**config.mk**
```make
export PLATFORM = sky130hd
export DESIGN_NAME = fetch_unit
export DESIGN_NICKNAME = d
export VERILOG_FILES = /design/src/rtl/fetch_unit.sv
export SDC_FILE = /design/constraint.sdc
export NUM_CORES = 1
export LEC_CHECK = 0
export CORE_MARGIN = 8
export CORE_UTILIZATION = 46
export DETAILED_ROUTE_END_ITERATION = 10
export PLACE_DENSITY = 0.87
export SYNTH_ARGS = -nofsm -noshare
export SYNTH_HDL_FRONTEND = slang
export SYNTH_SLANG_ARGS = --single-unit
```
**constraint.sdc**
```tcl
create_clock -name clk -period 4.16 [get_ports clk]
set_clock_uncertainty 0.1 [all_clocks]
set_input_delay 0.624 -clock clk [delete_from_list [all_inputs] [get_ports clk]]
set_output_delay 0.624 -clock clk [all_outputs]
set_load 0.02 [all_outputs]
```
**src/rtl/fetch_unit.sv**
```systemverilog
// rtl/fetch_unit.sv - program counter and instruction-fetch request stage
//
// Issues instruction fetch addresses on the AXI4-Lite AR channel and keeps a
// FIFO of issued PCs so that each returning R beat is presented with its PC,
// its return address (PC+4) and a stale flag. Redirects flip an epoch bit.
// Entries tagged with an older epoch are flagged so decode discards the beat.
//
// Ports:
//   clk, rstn                  clock, synchronous active-low reset
//   o_im_arvalid/i_im_arready  AR handshake
//   o_im_araddr, o_im_arprot   fetch address, fixed protection bits
//   i_im_rvalid/i_im_rready    R handshake, observed only
//   i_im_rresp                 R response, checked for errors
//   i_redir_valid/i_redir_addr redirect request from execute
//   o_pc_valid/o_pc_addr       head of the issued-PC FIFO
//   o_pc_ret_addr              o_pc_addr + 4
//   o_pc_stale                 head entry predates the latest redirect
//   o_fault/o_fault_addr       sticky fetch fault and its address
module fetch_unit #(
    parameter int unsigned          XLEN            = 32,
    parameter logic [XLEN-1:0]      RESET_ADDR      = '0,
    parameter int unsigned          MAX_OUTSTANDING = 2
) (
    input  logic            clk,
    input  logic            rstn,
    output logic            o_im_arvalid,
    input  logic            i_im_arready,
    output logic [XLEN-1:0] o_im_araddr,
    output logic [2:0]      o_im_arprot,
    input  logic            i_im_rvalid,
    input  logic            i_im_rready,
    input  logic [1:0]      i_im_rresp,
    input  logic            i_redir_valid,
    input  logic [XLEN-1:0] i_redir_addr,
    output logic            o_pc_valid,
    output logic [XLEN-1:0] o_pc_addr,
    output logic [XLEN-1:0] o_pc_ret_addr,
    output logic            o_pc_stale,
    output logic            o_fault,
    output logic [XLEN-1:0] o_fault_addr
);

    localparam int unsigned PTR_W = (MAX_OUTSTANDING > 1) ? $clog2(MAX_OUTSTANDING) : 1;
    localparam int unsigned CNT_W = $clog2(MAX_OUTSTANDING + 1);
    localparam logic [CNT_W-1:0] MAX_CNT  = CNT_W'(MAX_OUTSTANDING);
    localparam logic [PTR_W-1:0] LAST_PTR = PTR_W'(MAX_OUTSTANDING - 1);
    localparam logic [XLEN-1:0]  INSN_BYTES = XLEN'(4);

    // Request register: araddr/epoch hold steady while arvalid waits for arready.
    logic            arvalid_q, arvalid_d;
    logic [XLEN-1:0] araddr_q, araddr_d;
    logic            ar_epoch_q, ar_epoch_d;

    // pc_q is the address the next newly loaded request will carry.
    logic [XLEN-1:0] pc_q, pc_d;
    logic            epoch_q, epoch_d;
    logic [CNT_W-1:0] cnt_q, cnt_d;

    logic            fault_q, fault_d;
    logic [XLEN-1:0] fault_addr_q, fault_addr_d;

    logic [XLEN-1:0] fifo_addr_q  [MAX_OUTSTANDING];
    logic            fifo_epoch_q [MAX_OUTSTANDING];
    logic [PTR_W-1:0] wr_ptr_q, rd_ptr_q;

    logic            arh, rh, pop;
    logic            redir_ok, redir_bad;
    logic            hold, load;
    logic [XLEN-1:0] pc_x;
    logic [XLEN-1:0] head_addr;
    logic            head_epoch;
    logic            head_valid, head_stale;
    logic            rsp_fault;

    function automatic logic [PTR_W-1:0] ptr_inc(input logic [PTR_W-1:0] p);
        return (p == LAST_PTR) ? '0 : p + 1'b1;
    endfunction

    assign arh       = arvalid_q & i_im_arready;
    assign rh        = i_im_rvalid & i_im_rready;
    // A beat with nothing outstanding has no PC to pair with; drop it.
    assign pop       = rh & (cnt_q != '0);
    assign redir_ok  = i_redir_valid & (i_redir_addr[1:0] == 2'b00);
    assign redir_bad = i_redir_valid & (i_redir_addr[1:0] != 2'b00);

    assign head_addr  = fifo_addr_q[rd_ptr_q];
    assign head_epoch = fifo_epoch_q[rd_ptr_q];
    assign head_valid = (cnt_q != '0);
    assign head_stale = head_valid & (head_epoch != epoch_q);
    assign rsp_fault  = pop & (i_im_rresp != 2'b00) & ~head_stale;

    always_comb begin
        cnt_d        = cnt_q;
        epoch_d      = epoch_q;
        pc_x         = pc_q;
        fault_d      = fault_q;
        fault_addr_d = fault_addr_q;
        araddr_d     = araddr_q;
        ar_epoch_d   = ar_epoch_q;

        if (arh && !pop) begin
            cnt_d = cnt_q + 1'b1;
        end else if (!arh && pop) begin
            cnt_d = cnt_q - 1'b1;
        end

        if (redir_ok) begin
            epoch_d = ~epoch_q;
            pc_x    = i_redir_addr;
        end

        // First fault wins; its address is kept until reset.
        if (!fault_q) begin
            if (redir_bad) begin
                fault_d      = 1'b1;
                fault_addr_d = i_redir_addr;
            end else if (rsp_fault) begin
                fault_d      = 1'b1;
                fault_addr_d = head_addr;
            end
        end

        // A pending request is never withdrawn; a new one loads only when it
        // cannot overflow the outstanding budget (counting this cycle's beats).
        hold      = arvalid_q & ~i_im_arready;
        load      = ~hold & (cnt_d < MAX_CNT) & ~fault_d;
        arvalid_d = hold | load;
        pc_d      = pc_x;
        if (load) begin
            araddr_d   = pc_x;
            ar_epoch_d = epoch_d;
            pc_d       = pc_x + INSN_BYTES;
        end
    end

    always_ff @(posedge clk) begin
        if (!rstn) begin
            arvalid_q    <= 1'b0;
            araddr_q     <= RESET_ADDR;
            ar_epoch_q   <= 1'b0;
            pc_q         <= RESET_ADDR;
            epoch_q      <= 1'b0;
            cnt_q        <= '0;
            fault_q      <= 1'b0;
            fault_addr_q <= '0;
            wr_ptr_q     <= '0;
            rd_ptr_q     <= '0;
        end else begin
            arvalid_q    <= arvalid_d;
            araddr_q     <= araddr_d;
            ar_epoch_q   <= ar_epoch_d;
            pc_q         <= pc_d;
            epoch_q      <= epoch_d;
            cnt_q        <= cnt_d;
            fault_q      <= fault_d;
            fault_addr_q <= fault_addr_d;
            if (arh) begin
                wr_ptr_q <= ptr_inc(wr_ptr_q);
            end
            if (pop) begin
                rd_ptr_q <= ptr_inc(rd_ptr_q);
            end
        end
    end

    // FIFO storage needs no reset: occupancy is tracked by cnt_q.
    always_ff @(posedge clk) begin
        if (rstn && arh) begin
            fifo_addr_q[wr_ptr_q]  <= araddr_q;
            fifo_epoch_q[wr_ptr_q] <= ar_epoch_q;
        end
    end

    property p_no_orphan_beat;
        @(posedge clk) disable iff (!rstn) !(rh && (cnt_q == '0));
    endproperty
    a_no_orphan_beat: assert property (p_no_orphan_beat);

    assign o_im_arvalid  = arvalid_q;
    assign o_im_araddr   = araddr_q;
    assign o_im_arprot   = 3'b100;
    assign o_pc_valid    = head_valid;
    assign o_pc_addr     = head_addr;
    assign o_pc_ret_addr = head_addr + INSN_BYTES;
    assign o_pc_stale    = head_stale;
    assign o_fault       = fault_q;
    assign o_fault_addr  = fault_addr_q;

endmodule

```
# Yosys cells after proc, flatten, opt, wreduce, memory -nomap -nowiden
# Memories as Yosys holds them, arrays and structs flattened. A register that Yosys moved wholly into a read port is not among the register bits.
# Cells that the tools add are included.
[classes]
order_cmp = 1
reduce_logical = 11
n_eq_ne = 1
bitwise_logic = 18
n_addsub = 6
mux = 18
[ops]
columns = ["cell", "n"]
rows = [
  ["$mux W32", 4],
  ["$add A32 B3 Y32 const B", 2],
  ["$mux W1", 12],
  ["$and A1 B1 Y1", 11],
  ["$reduce_bool A2 Y1", 4],
  ["$not A1 Y1", 6],
  ["$mux W2", 2],
  ["$logic_and A1 B1 Y1", 3],
  ["$add A1 B1 Y1 const B", 2],
  ["$add A2 B1 Y2 const B", 1],
  ["$logic_not A1 Y1", 2],
  ["$logic_not A2 Y1", 1],
  ["$lt A2 B2 Y1 const B", 1],
  ["$reduce_and A2 Y1", 1],
  ["$sub A2 B1 Y2 const B", 1],
  ["$ne A1 B1 Y1", 1],
  ["$or A1 B1 Y1", 1],
]
[totals]
ram_bits = 66
mem_count = 2
reg_bits = 104
in_bits = 40
[mem_list]
columns = ["memory", "words", "width", "rd", "rd_clocked_by_memory_dff", "write_ports", "line", "text"]
rows = [
  ["fifo_addr_q", 2, 32, 1, 1, 1, "62", "logic [XLEN-1:0] fifo_addr_q [MAX_OUTSTANDING];"],
  ["fifo_epoch_q", 2, 1, 1, 1, 1, "63", "logic fifo_epoch_q [MAX_OUTSTANDING];"],
]

# Longest topological paths before layout
# Gate-level depths: netlist (run 1).
[depth]
depth_word = 10
ltp_mapped = 13
mapped_depth_nobuf = 11

# Worst setup path after synthesis (run 1)
# OpenSTA, ideal clock, no wires.
[synth_timing]
path_kind = "register -> output"
from = "register with a tool-made name"
to = "output o_pc_ret_addr[24]"
arrival_time_ns = 3.368
required_time_ns = 3.436
setup_slack_ns = 0.068
n_path_buf = 5
stages_incl_launch_ff = 14
cell_sequence = "dfxtp_1 -> buf_4 -> buf_6 -> buf_4 -> buf_2 -> buf_2 -> mux2i_1 -> inv_1 -> ha_1 -> a21bo_2 -> nor4b_2 -> nand3_1 -> nor2_1 -> xor2_1"
[synth_rtl]
columns = ["item", "line", "text"]
rows = [
  ["to (decl)", "37", "output logic [XLEN-1:0] o_pc_ret_addr,"],
]

==> out/results.tsv, run 1 <==
stage	metric	value	unit
run_status	outcome	finished, final reports clean	
final_layout	diode count	0	
final_layout	layout cells sized above 1	0.0927	
place	GPL Wtd Cong	0.890	
min_path	WHS Path Cells	2	
clock_tree	CTS clk-pin slew, worst paths	0.06	ns
clock_tree	worst skew pair latency	0.43	ns
floorplanning	die height	149	um
clock_tree	H-tree Lvls	4	
synthesis	most frequent cell after synthesis	nand2_1	
floorplanning	core area	0.0172	mm^2
sta	fin. max-slew vios	0	
sta	Worst slew margin	0.286	
place	Placed Area	0.0101	mm^2
synthesis	mean area per synthesized cell	9.50	um^2
pwr	Pwr Density	388	mW/mm^2
floorplanning	# IOs	175	
critical_path	CP max FO	11	
synthesis	post-synthesis sequential area ratio	0.505	
synthesis	top-area cell type share of the netlist area	0.260	
sta	post-route minimum period	4.06	ns
route	drt drc	0	
pwr	LEAKAGE	3.91	nW
synthesis	number of flops mapped to enable cells by yosys	66	
critical_path	worst r2r path cells	11	
sta	Setup WS post-layout	0.0963	ns
synthesis	Synth Cell Area	0.00809	mm^2
place	pre-CTS WS	0.342	ns
synthesis	Unique masters post-synth	55	
synthesis	yosys warns	0	
synthesis	Mapped Cells	851	
critical_path	crit path kind	reg -> out	
sta	worst slew pin tran	1.07	ns
global_route	initial antenna violation count	1	
global_route	Overflow after GRT	0	
sta	Max Freq	246	MHz
clock_tree	CTS sink count	171	
route	drt pass-1 iters	5	
route	final WL	25.4	mm
global_route	M1 GR Usage	0.279	
global_route	vias in the first global route	7010	
floorplanning	Initial Util	0.469	
synthesis	Synth Flop Type	dfxtp_1	
sta	final period utilization	0.977	
clock_tree	hold-fix buffers at CTS	0	
floorplanning	std cell rows	48	
clock_tree	total CTS buffers	17	
critical_path	CP required	3.44	ns
route	via count	7375	
critical_path	critical path data arrival time	3.34	ns
route	drt initial violations	671	
pwr	Peak VDD IR	0.000344	V
place	HPWL after DPL	18.3	mm
global_route	met3 Use GR	0.0599	
sta	final setup vio count	0	
place	dpl cells	1226	
critical_path	crit path capture type	output pin	
synthesis	area leader, netlist	dfxtp_1	
route	DR WL/cell	20.1	um
clock_tree	Clock Tree Root	clkbuf_16	
min_path	worst min-delay path class	reg -> reg	
synthesis	synth cell count leaders	nand2_1 (115), dfxtp_1 (105), nor2_1 (94)	
synthesis	ys async rst share	0	
final_layout	Final Util	0.626	
sta	final number of hold-violating endpoints	0	
global_route	pin count of the biggest net entering global routing	101	
flow_run	Max-Cap Viols	0	
clock_tree	worst-case clock buffer depth	2	
critical_path	type of origin of the critical path	flop	
place	PortBufs	171	
clock_tree	CTS tree	yes	
global_route	first-pass GRT wire length	39.0	mm
floorplanning	die area	0.0221	mm^2
final_layout	post-route cell area	0.0108	mm^2
final_layout	Layout Nets	1068	
final_layout	Final Non-Filler Cells	1261	
global_route	Total GRT Usage	0.225	
pwr	total power	4.18	mW
route	Vias/cell	5.85	
floorplanning	die width	149	um
global_route	GR Layer Usage met2	0.360	
global_route	grt peak-use layer	met2	
final_layout	Area growth syn-to-layout	33.3	%
route	post-route antenna net violation count	0	
synthesis	Area contributors post-synth	dfxtp_1 (26%), edfxtp_1 (25%), mux2i_1 (5.7%)	
synthesis	#FFs+latches synth	171	
-- worst paths after layout --
kind | startpoint | to | slack, ns
setup / recovery | flop | o_pc_ret_addr[25] | 0.1
hold / removal | o_fault_addr[17] | o_fault_addr[17] | 0.35
setup reg to reg | cnt_q[0] | pc_q[9] | 0.80
hold reg to reg | o_fault_addr[17] | o_fault_addr[17] | 0.35
-- metal layers --
layer / vias up / part of all wire
li1: 3343 / -
met1: 3571 / 0.40
met2: 393 / 0.47
met3: 66 / 0.096
met4: 2 / 0.031
met5: - / 0.00051
-- per-stage QoR --
stage	hold WS (ns)	setup TNS, ns
floorplan	0.326	0
global placement	0.331	0
detailed placement	0.342	0
CTS	0.351	0
global route	0.365	-0.000457
finish	0.348	0
-- report_power, final --
group | total [mW] | internal, mW | leakage (nW) | switching [mW]
combinational | 0.611 | 0.249 | 2.12 | 0.363
clock | 1.69 | 1.04 | 0.301 | 0.652
sequential | 1.88 | 1.82 | 1.49 | 0.0611
total | 4.18 | 3.10 | 3.91 | 1.08
-- critical path, cell delays in order, from the launching register on --
cell             delay, ns
dfxtp_4               0.44
mux2i_1               0.09
buf_4                 0.16
or4_1                 0.56
nor2_2                0.27
nand3b_1              0.27
buf_4                 0.23
nor2_1                0.12
xnor2_1               0.13
clkdlybuf4s50_1       0.65
-- cell type report --
class | instances | area (um^2)
Clock inverter | 8 | 128
Sequential cell | 171 | 4090
Multi-Input combinational cell | 595 | 3670
Clock buffer | 24 | 504
Inverter | 33 | 124
Fill cell | 1314 | 6450
Tap cell | 225 | 282
Timing Repair Buffer | 205 | 1990
-- cell usage in the layout, fill, tap and decap left out, types with 4 or more instances in the layout --
master,n
o21ai_0,5
dfxtp_1,104
o211ai_1,29
mux2_2,11
xnor2_1,27
a21o_1,7
clkbuf_1,4
nor2_1,93
nor4_1,9
nand3b_1,6
nand2b_1,11
clkbuf_16,19
and3_1,10
a21oi_1,58
nand4_1,14
a211oi_1,22
clkdlybuf4s50_1,170
nor2b_1,4
buf_4,32
xor2_1,16
nand3_1,23
mux2i_1,46
edfxtp_1,66
nand2_1,115
inv_1,32
a31oi_1,5
nor3_1,35
ha_1,5
-- kinds of logic after synthesis --
kind of cell / Yosys count / synth area share
simple gates: 343 / 0.204
mux: 58 / 0.0750
other cells: 2 / 0.000929
xor+xnor: 43 / 0.0466
flops: 171 / 0.505
compound gates: 143 / 0.114
fa+ha+maj: 5 / 0.00774
buf+inv: 86 / 0.0470
-- sequential cells by signal, summed over array words and instances (netlist names), named ones only --
signal / count
fifo_addr_q: 64
o_fault_addr: 32
o_im_araddr: 32
pc_q: 32
cnt_q: 2
fifo_epoch_q: 2
ar_epoch_q: 1
epoch_q: 1
o_fault: 1
o_im_arvalid: 1
rd_ptr_q: 1
wr_ptr_q: 1
-- what timing repair did --
item	CTS	global route
setup buffers	1	2
gates cloned	0	0
endpoints found under the setup margin	8	9
resized for setup	2	3
pin swaps	1	1
No activity file was read; power rests on OpenSTA's default activity.
==> run 2: changes to the inputs <==
--- a/config.mk
+++ b/config.mk
@@ -9,6 +9,7 @@
 export CORE_UTILIZATION = 46
 export DETAILED_ROUTE_END_ITERATION = 10
 export PLACE_DENSITY = 0.87
+export SKIP_LAST_GASP = 1
 export SYNTH_ARGS = -nofsm -noshare
 export SYNTH_HDL_FRONTEND = slang
 export SYNTH_SLANG_ARGS = --single-unit
==> results of run 2 <==
Final layout, timing and power as in run 1 (identical DEF).
==> RTL change: new RTL, settings of run 2 <==
Make the reset (`rstn`) asynchronous in one clocked block. Comments in the files are not updated.
--- a/src/rtl/fetch_unit.sv
+++ b/src/rtl/fetch_unit.sv
@@ -133,7 +133,7 @@
         end
     end
 
-    always_ff @(posedge clk) begin
+    always_ff @(posedge clk or negedge rstn) begin
         if (!rstn) begin
             arvalid_q    <= 1'b0;
             araddr_q     <= RESET_ADDR;
Formal check against the unedited RTL: differs if rstn is asserted again (counterexample within 4 cycles, from zero or initial values and one cycle with rstn low); with rstn held inactive, the same outputs for 4 cycles.
==> RTL change against run 2 <==
Global-route usage down 1.7 points; fmax increased by 1.0%; non-clock buffer count fell by 14; worst setup slack improved by 0.042 ns; hold slack lost 0.31 ns; wire length decreased by 7.0%; synthesized area rose by 3.8%; design area grew 2.2%; utilization is 1.2 points lower; sequential cell count shrank 1; critical path type unchanged; largest cell class unchanged; highest routed layer is now met4.
Power is not compared: it rests on default switching activity, and its combinational part moved more than twofold at a synthesized area within 25%.
==> RTL change: results <==
{
  "run_status": "finished, final reports clean",
  "vdd_drop_max_mv": 0.338,
  "intPower_uw": 3820,
  "worstMarginPinSlew_ns": 1.12,
  "crit_arrival_ns": 3.30,
  "synth_seq_area_share_pct": 54.6,
  "hold_slack_ns": 0.0330,
  "clockBufferDepth": 2,
  "viasPerCell": 5.62,
  "cpPeakStageDelay_ns": 0.63,
  "clockRootBuffer": "clkbuf_16",
  "crit_path_end": "o_pc_ret_addr[23]",
  "clk_pin_slew_ns": 0.07,
  "grt_max_degree": 72,
  "cts_made_buffers": 17,
  "synth.cells.most_frequent": "nand2_1, dfrtp_1, o21ai_0",
  "post_cts_buffers": 0,
  "fmax_mhz": 249,
  "startpoint": "rd_ptr_q$_DFFE_PN0P_",
  "top_register": "fifo_addr_q",
  "ys.warnings.count": 0,
  "hold_path_class": "input port to asynchronous set/reset pin",
  "ys.flop_type": "dfrtp_1",
  "placed_cell_area_mm2": 0.0104,
  "place.gp.congestion": 0.920,
  "async_reset_ff_share_pct": 61.2,
  "fin_nets": 1003,
  "reg2reg_depth": 10,
  "pg_seq_uw": 2170,
  "total_power_uw": 5810,
  "avgRoutedWirePerCell_um": 19.7,
  "port_buffers": 171,
  "antenna-diode-count": 0,
  "layout-drive-gt1-share_pct": 8.96,
  "hpwl_um": 17000,
  "yosys.cell_types.count": 57,
  "ys_top_cells_by_area": "dfrtp_1, edfxtp_1, mux2i_1",
  "powerComb_uw": 2020,
  "synth-edff-count": 66,
  "drt_pass1_iterations": 5,
  "final_cells": 1200,
  "antenna_found_initial": 0,
  "clk_latency_ns": 0.44,
  "cts_resized": 8,
  "h-tree-depth": 4,
  "largest_reg_flops": 64,
  "grtUsageTotal_pct": 20.8,
  "reg2reg_to": "o_im_araddr[18]$_DFFE_PN0P_",
  "timing.rr.start": "cnt_q[0]$_DFFE_PN0P_",
  "syn_inst": 788,
  "cellLeakagePower_uw": 0.00464,
  "critPathSlowestCell": "clkdlybuf4s50_1",
  "path_max_fanout": 20,
  "path_delay_family": "buffers and inverters",
  "rrSetupSlack_ns": 0.97,
  "first_iter_violations": 596,
  "grt_pass1_vias": 6685,
  "detailedPlace.worstSlack_ns": 0.257,
  "grt_pass1_wl_um": 36800
}
RTL change: kinds of logic (layout without fill, tap and decap cells):
logic type	Yosys count	count (layout)	share of synthesized area (%)
AND/OR/NAND/NOR	268	268	15.6
XOR/XNOR	65	65	6.78
multiplexers	84	84	10.4
buffers and inverters	76	258	3.82
flip-flops	170	170	54.6
other	2	3	0.0895
adder cells (fa/ha/maj)	5	5	0.745
AO/OA/AOI/OAI	118	118	7.93
RTL change: cell type report:
class / count / area (um^2)
Fill cell: 1363 / 6940
Sequential cell: 170 / 4590
Multi-Input combinational cell: 543 / 3530
Timing Repair Buffer: 191 / 1890
Clock buffer: 17 / 425
Tap cell: 229 / 287
Clock inverter: 15 / 171
Inverter: 35 / 131
RTL change: routing by layer:
metal | up-vias | GRT usage [%] | part of all wire [%]
li1 | 3097 | - | -
met1 | 3292 | 25.5 | 41
met2 | 294 | 34.8 | 49
met3 | 58 | 4.84 | 7.5
met4 | 0 | 8.46 | 2.8
met5 | - | 0 | 0
